`src/rtl/mp_add_seq.sv`:
```
// Multi-precision add/subtract sequencer.
// Streams operand word pairs through one adder, chaining the carry.
module mp_add_seq #(
   parameter int WIDTH     = 16,
   parameter int MAX_WORDS = 8,
   localparam int CW       = $clog2(MAX_WORDS + 1)
) (
   input  logic             clk,
   input  logic             reset,
   input  logic             cmd_valid,
   output logic             cmd_ready,
   input  logic [CW-1:0]    cmd_words,
   input  logic             cmd_sub,
   input  logic             op_valid,
   output logic             op_ready,
   input  logic [WIDTH-1:0] op_a,
   input  logic [WIDTH-1:0] op_b,
   output logic             res_valid,
   input  logic             res_ready,
   output logic [WIDTH-1:0] res_sum,
   output logic             res_last,
   output logic             res_carry,
   output logic             busy
);

   typedef enum logic {IDLE, RUN} state_t;

   state_t           state_q, state_d;
   logic             carry_q, carry_d;
   logic             sub_q, sub_d;
   logic [CW-1:0]    count_q, count_d;
   logic [CW-1:0]    eff_words;
   logic             res_valid_d;
   logic [WIDTH-1:0] res_sum_d;
   logic             res_last_d;
   logic             res_carry_d;
   logic             cmd_hs;
   logic             op_hs;
   logic [WIDTH-1:0] b_eff;
   logic [WIDTH:0]   add_full;

   // clamp requested length into 1..MAX_WORDS
   always_comb begin
      eff_words = cmd_words;
      if (cmd_words == '0)
         eff_words = CW'(1);
      else if (cmd_words > CW'(MAX_WORDS))
         eff_words = CW'(MAX_WORDS);
   end

   // single shared adder; subtract is A + ~B + carry
   always_comb begin
      b_eff    = sub_q ? ~op_b : op_b;
      add_full = {1'b0, op_a} + {1'b0, b_eff}
               + {{WIDTH{1'b0}}, carry_q};
   end

   assign cmd_ready = !reset && (state_q == IDLE);
   assign op_ready  = !reset && (state_q == RUN)
                    && (!res_valid || res_ready);
   assign cmd_hs    = cmd_valid && cmd_ready;
   assign op_hs     = op_valid && op_ready;
   assign busy      = (state_q == RUN) || res_valid;

   // next-state, carry chain and output register load
   always_comb begin
      state_d     = state_q;
      carry_d     = carry_q;
      sub_d       = sub_q;
      count_d     = count_q;
      res_valid_d = res_valid && !res_ready;
      res_sum_d   = res_sum;
      res_last_d  = res_last;
      res_carry_d = res_carry;
      unique case (state_q)
         IDLE: begin
            if (cmd_hs) begin
               sub_d   = cmd_sub;
               carry_d = cmd_sub;
               count_d = eff_words;
               state_d = RUN;
            end
         end
         RUN: begin
            if (op_hs) begin
               res_sum_d   = add_full[WIDTH-1:0];
               res_carry_d = add_full[WIDTH];
               res_last_d  = (count_q == CW'(1));
               res_valid_d = 1'b1;
               carry_d     = add_full[WIDTH];
               count_d     = count_q - CW'(1);
               if (count_q == CW'(1))
                  state_d = IDLE;
            end
         end
         default: state_d = IDLE;
      endcase
   end

   // state and output registers, synchronous reset
   always_ff @(posedge clk) begin
      if (reset) begin
         state_q   <= IDLE;
         carry_q   <= 1'b0;
         sub_q     <= 1'b0;
         count_q   <= '0;
         res_valid <= 1'b0;
         res_sum   <= '0;
         res_last  <= 1'b0;
         res_carry <= 1'b0;
      end else begin
         state_q   <= state_d;
         carry_q   <= carry_d;
         sub_q     <= sub_d;
         count_q   <= count_d;
         res_valid <= res_valid_d;
         res_sum   <= res_sum_d;
         res_last  <= res_last_d;
         res_carry <= res_carry_d;
      end
   end

endmodule

```
`config.mk`:
```
export PLATFORM = sky130hd
export DESIGN_NAME = mp_add_seq
export DESIGN_NICKNAME = d
export VERILOG_FILES = /design/src/rtl/mp_add_seq.sv
export SDC_FILE = /design/constraint.sdc
export NUM_CORES = 1
export LEC_CHECK = 0
export CAP_MARGIN = 20
export CORE_MARGIN = 8
export CORE_UTILIZATION = 47
export DETAILED_ROUTE_END_ITERATION = 7
export GPL_ROUTABILITY_DRIVEN = 0
export HOLD_SLACK_MARGIN = 0.08
export PLACE_DENSITY = 0.92
export SLEW_MARGIN = 15
export SYNTH_ARGS = -nofsm -noshare
export SYNTH_HDL_FRONTEND = slang
export SYNTH_SLANG_ARGS = --single-unit
```
`constraint.sdc`:
```
create_clock -name clk -period 3.9 [get_ports clk]
set_input_delay 0.39 -clock clk [delete_from_list [all_inputs] [get_ports clk]]
set_output_delay 0.39 -clock clk [all_outputs]
set_load 0.02 [all_outputs]
```
==> impl_results.md, run 1 <==
- Setup Crit Path Kind: reg2reg
- Post-route ant nets: 0
- Routed length per instance: between 10 and 15 um
- Port Buffer Count: 63
- Clk_lat worst skew: approximately 0.27 ns
- DIE AREA: roughly 0.0066 mm^2
- Max incr delay on CP: 0.38 ns
- Gr usage total: between 10% and 20%
- Crit-path cells: buf_4 > xor2_1 > ha_1 > a21o_1 > a221o_1 > a221o_1 > a31oi_1 > xor2_1 > o21ai_0
- DR vias: approximately 2k
- CP delay by family, top: compound AO/OA/AOI/OAI gates
- Drt total wl: roughly 5200 um
- First-pass GRT wire length: slightly below 9000 um
- Initial Util: between 40% and 50%
- Die Height: ~81 um
- Synth Register Bits: 26
- Std-Cell Rows: 23
- Mapped Avg Cell Area: around 8 um^2
- Sink Count: 26
- DRC viols: 0
- IO Pins: 64
- Area growth from synthesis to layout: 34.6%
- Tcrit/Tclk final: 72.0%
- Ys flop type: dfxtp_1
- Hold Crit Class: reg2reg
- Synth Cell Area: between 0.002 and 0.0025 mm^2
- Maxcap violations: 0
- Crit. End Element: flip-flop
- Ant diodes: 0
- RSZ-0062 raised after global routing: false
- Most numerous cell in the Yosys netlist: dfxtp_1
- Hold_ws: around 0.46 ns
- Worst Skew: approximately 0.0065 ns
- Post-synthesis instance total: around 240
- Slowest CP cell: dfxtp_1
- EDFF count, synth: 0
- Worst ir drop on vdd: ~0.00016 V
- Total core area: between 0.004 and 0.005 mm^2
- Vias/cell: 5.67
- Clock Pin Slew Worst Setup and Hold Paths: ~0.10 ns
- CP startpoint kind: flip-flop
- Largest net degree at the start of global routing: 32
- Largest cells by area after synthesis: dfxtp_1, ha_1, xor2_1
- Synth unique cells: 55
- HPWL Detailed: slightly above 4000 um
- Drt pass-1 iters: 4
- Root buf cell: clkbuf_8
- Top cell type's share of synthesized area: between 20% and 30%
- CTS Buf Count: 3
- Antenna violations before repair: 0
- Vias in the first global route: 2022
- Post-CTS Setup Repair Bufs: 0
- Commonest cells post-synth: dfxtp_1, nor2_1, xor2_1, nand2_1, a21oi_1
- Slew @ Worst Pin: roughly 0.93 ns
- Largest fanout on the critical path: 16
- Post-synthesis sequential area ratio: about 26%
- 1st-iter DRT viols: 136
- CTS H-tree depth: 1
- Gr ovfl total: 0
- PwrDens: ~320 mW/mm^2
- Setup tns final: 0 ns
- DIE WIDTH: 81.4 um
- Shortest period the worst path allows: 2.81 ns
- Leakage power: between 1 and 1.5 nW
- Register area: between 500 and 600 um^2
- CTS tree: done
- # setup viols final: 0
- Area leader, netlist: dfxtp_1
- Share of cells above drive strength 1: under 10%
- Achievable Freq: 356 MHz
- Hold Fails Final Rpt: 0
- Req. time, crit path: 4.03 ns
- Outcome: finished clean
- Post-CTS Hold Buffers: 0
- Yosys warns: 0
- Footprint of the multi-input gates: around 0.0014 mm^2
- Buf/Inv on CP: 1
- CP arrival: roughly 2.9 ns
- Slew Viols, Final: 0
- Post-CTS sizing: 0
- Async SR Flop Fraction: 0%
- Syn_nets: about 300
- # fillers: around 350
- Post-layout nets: about 360
- Longest Clk Path Bufs: 2
- Relative slew slack: 38.2%
[through the flow]
stage | utilization (%) | cell area, um^2 | cells | setup WS (ns) | total power, mW
after global routing | 66.6 | 2700 | 350 | 0.934 | 0.912
final | 66.6 | 2700 | 350 | 1.09 | 0.862
after floorplan | - | 2010 | 244 | 0.791 | 0.525
after detailed placement | 64.9 | 2630 | 346 | 0.867 | 0.638
after global placement | 64.9 | 2630 | 346 | 0.940 | 0.631
after CTS | 66.6 | 2700 | 350 | 1.12 | 0.862
[cell type report]
cell class / instances / area share [%]
well taps: 50 / 2.31
clock buffers: 3 / 1.53
flip-flops and latches: 26 / 19.3
inverters: 8 / 1.11
repair buffers: 66 / 24.2
clock inverters: 1 / 1.11
multi-input cells: 196 / 50.5
[registers in the layout (all words and copies together), names as in the netlist]
| name | cells |
|---|---|
| count_q | 4 |
| res_carry | 1 |
| res_sum | 16 |
| res_valid | 1 |
| res_last | 1 |
| state_q | 1 |
| sub_q | 1 |
| carry_q | 1 |
[layer usage]
layer | share of wire [%] | vias to the layer above | wire (um) | global-route usage (%)
met5 | 0 | - | 0 | 0
met4 | 2.0 | 0 | 106 | 6.96
met1 | 42 | 915 | 2180 | 18.7
li1 | - | 996 | - | -
met3 | 7.5 | 8 | 394 | 3.53
met2 | 49 | 65 | 2540 | 28.2
[worst min-delay path, delay by kind of cell (launching register included)]
kind	cells	cell delay [ns]
compound gates	1	0.05
flops	1	0.32
simple gates	1	0.05
[placed cells by master, fill, tap and decap left out, types with 8 or more instances in the layout]
cell type,instances
a21oi_1,18
inv_1,8
a211oi_1,8
nand3_1,9
ha_1,17
clkdlybuf4s50_1,63
nand2_1,19
xor2_1,20
o21ai_0,10
nor2_1,21
dfxtp_1,26
[path summary, 6_finish.rpt]
path	start	endpoint	slack (ns)	depth (start not counted)
worst min register to register	res_sum[5]	res_sum[5]	0.46	2
worst max-delay path	sub_q	res_sum[11]	1.09	9
worst min-delay path	res_sum[5]	res_sum[5]	0.46	2
worst max register to register	sub_q	res_sum[11]	1.09	9
[where the power goes]
| part | switching (mW) | internal [mW] |
|---|---|---|
| Sequential | 0.0149 | 0.284 |
| Clock | 0.0886 | 0.137 |
| Combinational | 0.174 | 0.163 |
[cells by family (layout without fill, tap and decap cells)]
logic type / Yosys count / in the layout / synth area share, %
compound gates: 65 / 65 / 21.9
flops: 26 / 26 / 25.9
xor+xnor: 23 / 23 / 10.0
simple gates: 86 / 86 / 21.9
buf+inv: 22 / 78 / 6.04
fa+ha+maj: 19 / 19 / 12.6
mux: 3 / 3 / 1.56
(Power assumes the default switching activity.)
==> inputs of run 2 (changes only) <==
CORE_UTILIZATION = 42   (was 47)
PLACE_DENSITY = 0.88   (was 0.92)
clock period = 2.4 ns   (was 3.9 ns; I/O delays follow)
==> impl_results.md, run 2 (synthesis results as in run 1) <==
- Initial Util: a little over two fifths
- Crit. End Element: flip-flop
- Most frequent cells in the layout: clkdlybuf4s50_1, buf_4, dfxtp_1
- Largest fanout on the critical path: 8
- Post-route cell area: 0.00312 mm^2
- Gr ovfl total: 0
- Achievable Freq: 389 MHz
- # fillers: 352
- Ant diodes: 0
- 1st-iter DRT viols: approximately 140
- Most common cell after layout, fill and taps aside: clkdlybuf4s50_1
- Post-CTS Hold Buffers: 0
- Total core area: between 0.004 and 0.005 mm^2
- Clk_lat worst skew: around 0.29 ns
- DIE WIDTH: 85.1 um
- CTS Buf Count: 3
- Tcrit/Tclk final: 107%
- Failing checks: setup timing
- Relative slew slack: a little over two thirds
- Root buf cell: clkbuf_8
- Slew @ Worst Pin: about 0.44 ns
- Footprint of the multi-input gates: between 0.001 and 0.0015 mm^2
- # setup viols final: 7
- Port Buffer Count: 63
- IO Pins: between 60 and 70
- Worst ir drop on vdd: around 0.00023 V
- Register area: approximately 520 um^2
- Drt total wl: 6150 um
- Maxcap violations: 0
- Std-Cell Rows: 25
- Hold_ws: between 0.4 and 0.5 ns
- Req. time, crit path: 2.55 ns
- Biggest register: res_sum
- Setup tns final: -0.455 ns
- DIE AREA: roughly 0.0072 mm^2
- Vias/cell: 5.58
- Post-route ant nets: 0
- RSZ-0062 raised after global routing: true
- HPWL Detailed: 4590 um
- Die Height: ~85 um
- Shortest period the worst path allows: roughly 2.6 ns
- Area growth from synthesis to layout: 55.5%
- Slew Viols, Final: 0
- First-pass GRT wire length: around 9700 um
- Worst Skew: roughly 0.0073 ns
- Outcome: finished, violations left
- Drt pass-1 iters: 4
- Routed length per instance: around 16 um
- Cell Area, Placed: approximately 0.0029 mm^2
- CP arrival: 2.73 ns
- DR vias: 2188
- Setup Crit Path Kind: reg2reg
- Share of cells above drive strength 1: about a fifth
- Vias in the first global route: between 2k and 2.5k
- Largest net degree at the start of global routing: 20
- Max reg flops: 16
- CTS H-tree depth: 1
- Post-layout nets: 400
- Gr usage total: between 10% and 20%
- Dpl ws: -0.284 ns
- Hold Crit Class: reg2reg
- CP startpoint kind: flip-flop
- Hold Fails Final Rpt: 0
- Sink Count: 26
- Final WS setup: -0.173 ns
- PwrDens: just over 500 mW/mm^2
- Clock Pin Slew Worst Setup and Hold Paths: 0.10 ns
- CTS tree: done
- Longest Clk Path Bufs: 2
- Antenna violations before repair: 0
- Fin util: approximately 67%
- Largest regs: res_sum: 16 flops, count_q: 4 flops
- DRC viols: 0
- Leakage power: roughly 1.3 nW
==> run 2: cell types whose count changed in the layout (fill, tap and decap cells not counted), sizes merged <==
cell  previous run  this run
buf              3        41
==> run 2: path summary, 6_finish.rpt <==
kind                            startpoint     endpoint  slack [ns]  cells after the start
worst max-delay path                 sub_q  res_sum[14]       -0.17                     10
worst min-delay path            res_sum[5]   res_sum[5]        0.47                      2
worst max register to register       sub_q  res_sum[14]       -0.17                     10
worst min register to register  res_sum[5]   res_sum[5]        0.47                      2
==> run 2: critical path, stage by stage (launching register included) <==
cell and delay (ns):
dfxtp_2 0.35, buf_12 0.14, xnor2_2 0.14, fa_2 0.35
fa_2 0.38, nor2b_4 0.13, o211ai_1 0.12, a21oi_2 0.20
o211a_1 0.22, mux2i_1 0.26, o311ai_1 0.15
==> run 2: cell type report <==
type	count	share of cell area, %
timing repair buffer	104	30.6
tap	54	2.16
multi-input combinational	196	47.3
clock inverter	1	0.962
clock buffer	3	1.32
inverter	8	0.962
sequential	26	16.7
==> run 2: through the flow <==
stage | cells | power, mW
2_1_floorplan | 244 | 0.869
3_3_place_gp | 377 | 1.12
3_5_place_dp | 377 | 1.14
4_1_cts | 388 | 1.55
5_1_grt | 392 | 1.69
6_report | 392 | 1.61
==> run 2: routing by layer <==
metal	routed length [um]	vias up	global-route usage, %
li1	-	1076	-
met1	2370	985	17.3
met2	3070	102	29.7
met3	437	25	2.99
met4	272	0	9.87
met5	0	-	0
==> run 2: power breakdown <==
part | leakage [nW] | internal [mW] | total, mW | switching [mW]
logic | 1.06 | 0.392 | 0.749 | 0.357
clock network | 0.0357 | 0.224 | 0.378 | 0.154
registers | 0.213 | 0.462 | 0.481 | 0.0191
total | 1.31 | 1.08 | 1.61 | 0.530
==> run 2: repair_timing <==
action / 4_1_cts / 5_1_grt
pin swaps: 13 / 16
setup endpoints to repair: 9 / 13
gates resized for setup: 8 / 14
cloned: 0 / 0
buffers inserted: 7 / 4
==> inputs of run 3 (changes only) <==
TNS_END_PERCENT = 50   (was not set)
==> impl_results.md, run 3 (synthesis results as in run 1) <==
- CTS tree: done
- Largest fanout on the critical path: 6
- Dpl cells: 378
- Met1 WL: 2390 um
- Flop pwr share: 30.8%
- Ant diodes: 0
- Routed length per instance: 15.1 um
- Root buf cell: clkbuf_8
- CP startpoint kind: flip-flop
- DR vias: approximately 2.1k
- Shortest period the worst path allows: ~2.4 ns
- Clock power share: about a quarter
- Sink Count: 26
- DIE WIDTH: 85.1 um
- CTS Buf Count: 3
- 1st-iter DRT viols: between 80 and 90
- Combinational power share: roughly 46%
- Gr usage total: about 16%
- Most frequent cells in the layout: clkdlybuf4s50_1, buf_4, dfxtp_1
- Sw frac: about 32%
- Met3 wire length: between 200 and 300 um
- CTS H-tree depth: 1
- Footprint of the multi-input gates: about 0.0015 mm^2
- Clock Pin Slew Worst Setup and Hold Paths: roughly 0.09 ns
- Antenna violations before repair: 0
- Port Buffer Count: 63
- Fin util: 66.2%
- Setup Crit Path Kind: reg2reg
- Post-route ant nets: 0
- Largest net degree at the start of global routing: 20
- Share of cells above drive strength 1: around 20%
- Drt total wl: around 5900 um
- Relative slew slack: 77.6%
- Top sig layer: met4
- Hold Crit Class: reg2reg
- # fillers: 361
- IO Pins: 64
- Req. time, crit path: roughly 2.6 ns
- Area growth from synthesis to layout: 53.7%
- PwrDens: around 510 mW/mm^2
- Most common cell after layout, fill and taps aside: clkdlybuf4s50_1
- Post-layout nets: approximately 400
- DIE AREA: between 0.007 and 0.008 mm^2
- CP arrival: approximately 2.6 ns
- Crit. End Element: flip-flop
- Worst ir drop on vdd: 0.000228 V
- HPWL Detailed: between 4000 and 5000 um
- Hold Fails Final Rpt: 0
- Slew Viols, Final: 0
- Max reg flops: 16
- Failing checks: setup timing
- Leakage power: 1.29 nW
- Drt pass-1 iters: 4
- Achievable Freq: between 400 and 500 MHz
- Outcome: finished, violations left
- Biggest register: res_sum
- First-pass GRT wire length: between 9000 and 10000 um
- RSZ-0062 raised after global routing: true
- Total core area: 0.00466 mm^2
- WL met2: 3000 um
- Slew @ Worst Pin: 0.335 ns
- DRC viols: 0
- Die Height: 85.1 um
- Register area: between 500 and 600 um^2
- Clk_lat worst skew: 0.28 ns
- Final WS setup: -0.0145 ns
- Longest Clk Path Bufs: 2
- # setup viols final: 1
- PnR Total Power: between 1.5 and 2 mW
- Hold path cells: 2
- Gr ovfl total: 0
- Dpl ws: -0.274 ns
- Vias/cell: 5.47
- Std-Cell Rows: 25
- P_sw: 0.507 mW
- Tcrit/Tclk final: 101%
- Initial Util: between 40% and 50%
- Worst Skew: ~0.0049 ns
- Maxcap violations: 0
- P_int: ~1.1 mW
- Non-filler cells, final: between 300 and 400
- Vias in the first global route: 2121
- Worst R2R Path Depth: 9
- Largest regs: res_sum: 16 flops, count_q: 4 flops
## run 3: changes by cell type in the layout (fill, tap and decap cells not counted), moves of 2 or more
cell,delta
a21oi_1,+2
a21oi_2,-2
o21ai_0,-2
o21ai_1,+2
## run 3: worst paths after layout
kind / from / end / slack [ns]
setup / recovery: sub_q / res_sum[13] / -0.01
hold reg to reg: res_sum[5] / res_sum[5] / 0.47
hold / removal: res_sum[5] / res_sum[5] / 0.47
setup reg to reg: sub_q / res_sum[13] / -0.01
## run 3: cell type report
class / instances / share of cell area, %
clock buffer: 3 / 1.34
clock inverter: 1 / 0.973
inverter: 8 / 0.973
multi-input combinational: 196 / 47.5
sequential: 26 / 17.0
tap: 54 / 2.19
timing repair buffer: 102 / 30.0
## run 3: routing by layer
metal  GRT usage [%]  up-vias
met5               0        -
met2            27.8       65
li1                -     1066
met1            17.8      990
met4            8.58        0
met3            2.41       12
## run 3: timing repair
item,in CTS,in global routing
hold buffers,0,0
setup endpoints to repair,7,13
cloned,0,0
pin swaps,12,12
setup buffers,7,2
resized for setup,12,13
## run 3: power groups by stage
| stage | Combinational [mW] | Sequential [mW] | Clock (mW) |
|---|---|---|---|
| global route | 0.781 | 0.487 | 0.391 |
| finish | 0.720 | 0.482 | 0.365 |
| floorplan | 0.356 | 0.513 | 0 |
| detailed placement | 0.650 | 0.491 | 0 |
| CTS | 0.676 | 0.482 | 0.368 |
| global placement | 0.630 | 0.489 | 0 |
## run 3: through the flow
stage / setup TNS, ns / area (um^2) / hold WS [ns]
final: -0.0145 / 3090 / 0.466
after global routing: -0.959 / 3090 / 0.482
after CTS: -0.187 / 3030 / 0.464
after detailed placement: -2.11 / 2880 / 0.453
after global placement: -1.40 / 2880 / 0.438
after floorplan: -0.273 / 2060 / 0.385
## run 3: worst max-delay path, stage by stage (launching register included)
cell and delay, ns:
dfxtp_4 0.42, buf_6 0.14, xor2_1 0.15, ha_1 0.26
a21o_1 0.17, a221o_1 0.32, a221o_1 0.37, a311oi_2 0.24
xor2_1 0.16, o21ai_1 0.07
==> RTL edit 1: new RTL, config.mk and constraints of run 2 <==
`res_sum` no longer has a reset.
--- a/src/rtl/mp_add_seq.sv
+++ b/src/rtl/mp_add_seq.sv
@@ -105,7 +105,6 @@
          sub_q     <= 1'b0;
          count_q   <= '0;
          res_valid <= 1'b0;
-         res_sum   <= '0;
          res_last  <= 1'b0;
          res_carry <= 1'b0;
       end else begin
@@ -114,11 +113,14 @@
          sub_q     <= sub_d;
          count_q   <= count_d;
          res_valid <= res_valid_d;
-         res_sum   <= res_sum_d;
          res_last  <= res_last_d;
          res_carry <= res_carry_d;
       end
    end
 
+   always_ff @(posedge clk) begin
+      res_sum <= res_sum_d;
+   end
+
 endmodule
 
Behaviour: differs if reset is asserted again (counterexample within 4 cycles, from zero or initial values and one cycle with reset high); with reset held inactive, the same outputs for 10 cycles.
==> RTL edit 1 against run 2 <==
Total power decreased by 7.6%; wire length decreased by 13%; combinational power decreased by 12%; synthesized area increased by 3.5%; first-iteration DRC count increased by 7.1%; maximum frequency increased by 10%; setup slack improved by 0.24 ns; clock skew decreased by 0.0010 ns; cell area decreased by 6.3%; sequential cell count unchanged; critical path depth decreased by 1; sequential power increased by 13%; largest cell class unchanged; highest routed layer unchanged.
==> RTL edit 1: results (changes against run 2) <==
pre-CTS setup slack -0.2282 ns (+0.05570 ns); Worst Setup SP op_b[0]; Final Skew 0.006295 ns (-0.001026 ns); Yosys cell types 52 (-5.5%); Signal buf overhead 25.02% (-5.6 points); GRT Total Usage 13.66% (-2.8 points); met1 Use GR 14.27% (-3.0 points); compound-cell area share of the yosys netlist 21.79% (-0.14 points); status completed; Crit Path Class primary input to flip-flop; WL met3 394 um (-9.8%); sequential fraction of the synthesis area 32.75% (+6.8 points); vias per std cell 5.339 (-4.3%); combinational power 662 uW (-12%); HP Start res_last; global-route wire length before repair 8.438 mm (-13%); routed length on met2 2.854 mm (-7.0%); initial antenna violation count 0 (unchanged); FF/Latch Area 681.9 um^2 (+31%); top_reg_cell synth edfxtp_1; WL met1 2.017 mm (-15%); DRT iter0 DRCs 151 (+7.1%); FF-to-FF End res_sum[6]; reg2reg setup slack 0.11 ns (+0.28 ns); leakage 0.001156 uW (-12%); Worst R2R Path Depth 8 (-2); CP arrival 2.35 ns (-0.38 ns); Buffers excl. clock 76 (-27%); layout cell share with drive strength beyond 1 13.45% (-7.9 points); DP Wirelength 4.143 mm (-9.7%); inverter count 10 (+2); clock buffer count 4 (+1); filler instances 399 (+13%); Synth Area in XOR/XNOR 12.22% (+2.2 points); Layout clock area frac 1.882% (-0.40 points); adder-cell share of the synthesized area 12.16% (-0.42 points); final net count 352 (-12%); met2 Use GR 25.69% (-4.0 points); crit path max fanout 4 (-4); mux share of post-synthesis cell area 1.505% (-0.053 points); top post-synthesis cells by area edfxtp_1 (23%), ha_1 (10%), dfxtp_1 (9.6%); Synth Net Count 280 (-8.2%); comb_multi_in 174 (-11%); multi-input logic portion of the cell area 45.64% (-1.7 points); EDFF count, synth 16 (+16); Clock Power 282 uW (-25%); clk_lat worst skew 0.27 ns (-0.02 ns)
-- RTL edit 1: stage by stage --
step / area (um^2) / std cells / power, uW / utilization [%] / hold slack (ns)
finish: 2925 / 357 / 1485 / 61.53 / 0.4824
floorplan: 2090 / 219 / 972.1 / - / 0.3872
global route: 2925 / 357 / 1570 / 61.53 / 0.5156
CTS: 2887 / 356 / 1462 / 60.71 / 0.4874
detailed placement: 2831 / 352 / 1178 / 59.55 / 0.4724
global placement: 2831 / 352 / 1158 / 59.55 / 0.4652
-- RTL edit 1: critical path, stage by stage --
cell and delay, ns:
clkdlybuf4s50_1 0.42, xnor2_1 0.14, fa_2 0.37, fa_2 0.41
nor2b_4 0.15, o211ai_2 0.12, a21boi_4 0.25, nor2_1 0.11
xnor2_1 0.14
-- RTL edit 1: what timing repair did --
| item | CTS | global route |
|---|---|---|
| endpoints found under the setup margin | 0 | 8 |
| resized for setup | 0 | 7 |
| setup buffers | 0 | 1 |
==> RTL edit 2: new RTL, flow settings as in run 2 <==
Without the edit above. Change the parameter `MAX_WORDS` from 8 to 4.
--- a/src/rtl/mp_add_seq.sv
+++ b/src/rtl/mp_add_seq.sv
@@ -2,7 +2,7 @@
 // Streams operand word pairs through one adder, chaining the carry.
 module mp_add_seq #(
    parameter int WIDTH     = 16,
-   parameter int MAX_WORDS = 8,
+   parameter int MAX_WORDS = 4,
    localparam int CW       = $clog2(MAX_WORDS + 1)
 ) (
    input  logic             clk,
Ports: changed (resized cmd_words); port bits go from 64 to 63. The function was not compared with the original's and may differ.
==> RTL edit 2 against run 2 <==
The flow still finishes with violations (negative setup slack); synthesized area fell by 3.9%; wire length fell by 5.8%; count of clock-buffer cells in the layout stayed put; cell area is 6.0% lower; cell count shrank 4.8%; synthesized cell count is 4.5% lower; total power is 12% lower; via count shrank 4.6%; die area decreased by 3.2%; sequential power shrank 4%; sequential cell count fell by 1; setup slack gained 0.074 ns; critical endpoint is now res_sum[13].
==> RTL edit 2: results (changes against run 2) <==
status finished with violations; failing checks negative setup slack; crit path max fanout 4 (-4); pre-CTS setup slack -0.2625 ns (+0.02140 ns); Placement Cell Area 0.002790 mm^2 (-2.8%); Post-Syn Area per Cell 8.280 um^2 (+0.61%); Yosys cell types 52 (-5.5%); DR WL/cell 15.53 um (-1.0%); DRT iter0 DRCs 142 (+0.71%); Max Used Layer met4; Synth Net Count 293 (-3.9%); WL met3 334 um (-24%); CP arrival 2.67 ns (-0.06 ns); sequential fraction of the synthesis area 25.94% (about the same); largest net degree at the start of global routing 18 (-10%); leakage 0.001236 uW (-5.5%); DP Wirelength 4.552 mm (-0.83%); met2 Use GR 27.51% (-2.2 points); final net count 382 (-4.5%); CP top delay family compound AO/OA/AOI/OAI gates; filler instances 341 (-3.1%); number of global-route vias before repair 2129 (-1.7%); WL met1 2.386 mm (+0.63%); antenna cell count 0 (unchanged); Clock Path Buffers 2 (unchanged); Pre-Repair DR Iteration Count 4 (unchanged); top post-synthesis cells by area dfxtp_1 (26%), ha_1 (11%), xor2_1 (9.1%); M3 GR Usage 2.637% (-0.36 points); HP Start res_sum[5]; Tightest Pin Transition 0.3417 ns (-0.09954 ns); Final Skew 0.007578 ns (+0.0002568 ns); met1 Use GR 19.00% (+1.7 points); worst setup path endpoint res_sum[13]; Hold Path End res_sum[5]; slowest CP cell a221o_1; Post-synth top cells dfxtp_1 (25), xor2_1 (20), nand2_1 (18), ha_1 (17); layout cell share with drive strength beyond 1 19.31% (-2.0 points); GRT Total Usage 15.99% (-0.45 points); Syn Inst Count 233 (-4.5%); number of port buffers 62 (-1.6%); Largest regs res_sum (16), count_q (3); peak supply drop 0.2682 mV (+19%); vias per std cell 5.595 (+0.24%); final setup fails 2 (-5); global-route wire length before repair 9.646 mm (-0.71%); final setup margin -0.09948 ns (+0.07351 ns); TNS Setup -0.1497 ns (+0.3057 ns); routed length on met2 2.937 mm (-4.3%)
[RTL edit 2: changes by cell type in the layout (fill, tap and decap cells not counted), moves of 2 or more]
cell             run 2  this run
a311oi_1             1         3
nor3b_1              5         2
inv_1                8        11
nor2_1              21        16
buf_4               39        32
o21ai_1              2         4
nor2b_4              2         0
a211oi_1             8         4
[RTL edit 2: per-stage QoR]
stage | total power (uW) | hold slack (ns) | instances
5_1_grt | 1484 | 0.4843 | 373
4_1_cts | 1373 | 0.4580 | 372
3_5_place_dp | 1099 | 0.4475 | 367
2_1_floorplan | 838.0 | 0.3847 | 233
6_report | 1408 | 0.4560 | 373
3_3_place_gp | 1078 | 0.4423 | 367
[RTL edit 2: repair_timing]
action                     4_1_cts  5_1_grt
setup buffers                    1        1
pin swaps                        4       11
setup endpoints to repair        8       11
gates resized for setup          9       11
gates cloned                     0        0
[RTL edit 2: final cells by class]
type / instances / area, um^2 / share of cell area (%)
Inverter: 11 / 41.29 / 1.407
Sequential cell: 25 / 501.7 / 17.10
Timing Repair Buffer: 96 / 883.3 / 30.11
Tap cell: 52 / 65.06 / 2.217
Multi-Input combinational cell: 185 / 1394 / 47.51
Clock buffer: 3 / 41.29 / 1.407
Clock inverter: 1 / 7.507 / 0.2559
[RTL edit 2: cells by family after synthesis]
logic type	Yosys count	synth area share, %
simple gates	78	20.75
fa+ha+maj	19	13.10
buf+inv	23	6.485
mux	2	1.038
compound gates	62	21.79
xor+xnor	24	10.89
flops	25	25.94
[RTL edit 2: where the power goes]
part	leakage, uW	switching (uW)	total [uW]	internal, uW
Combinational	0.00101	335	686	351
Clock	0.0000217	142	259	118
Sequential	0.000204	19.0	462	443
Total	0.00124	496	1410	912
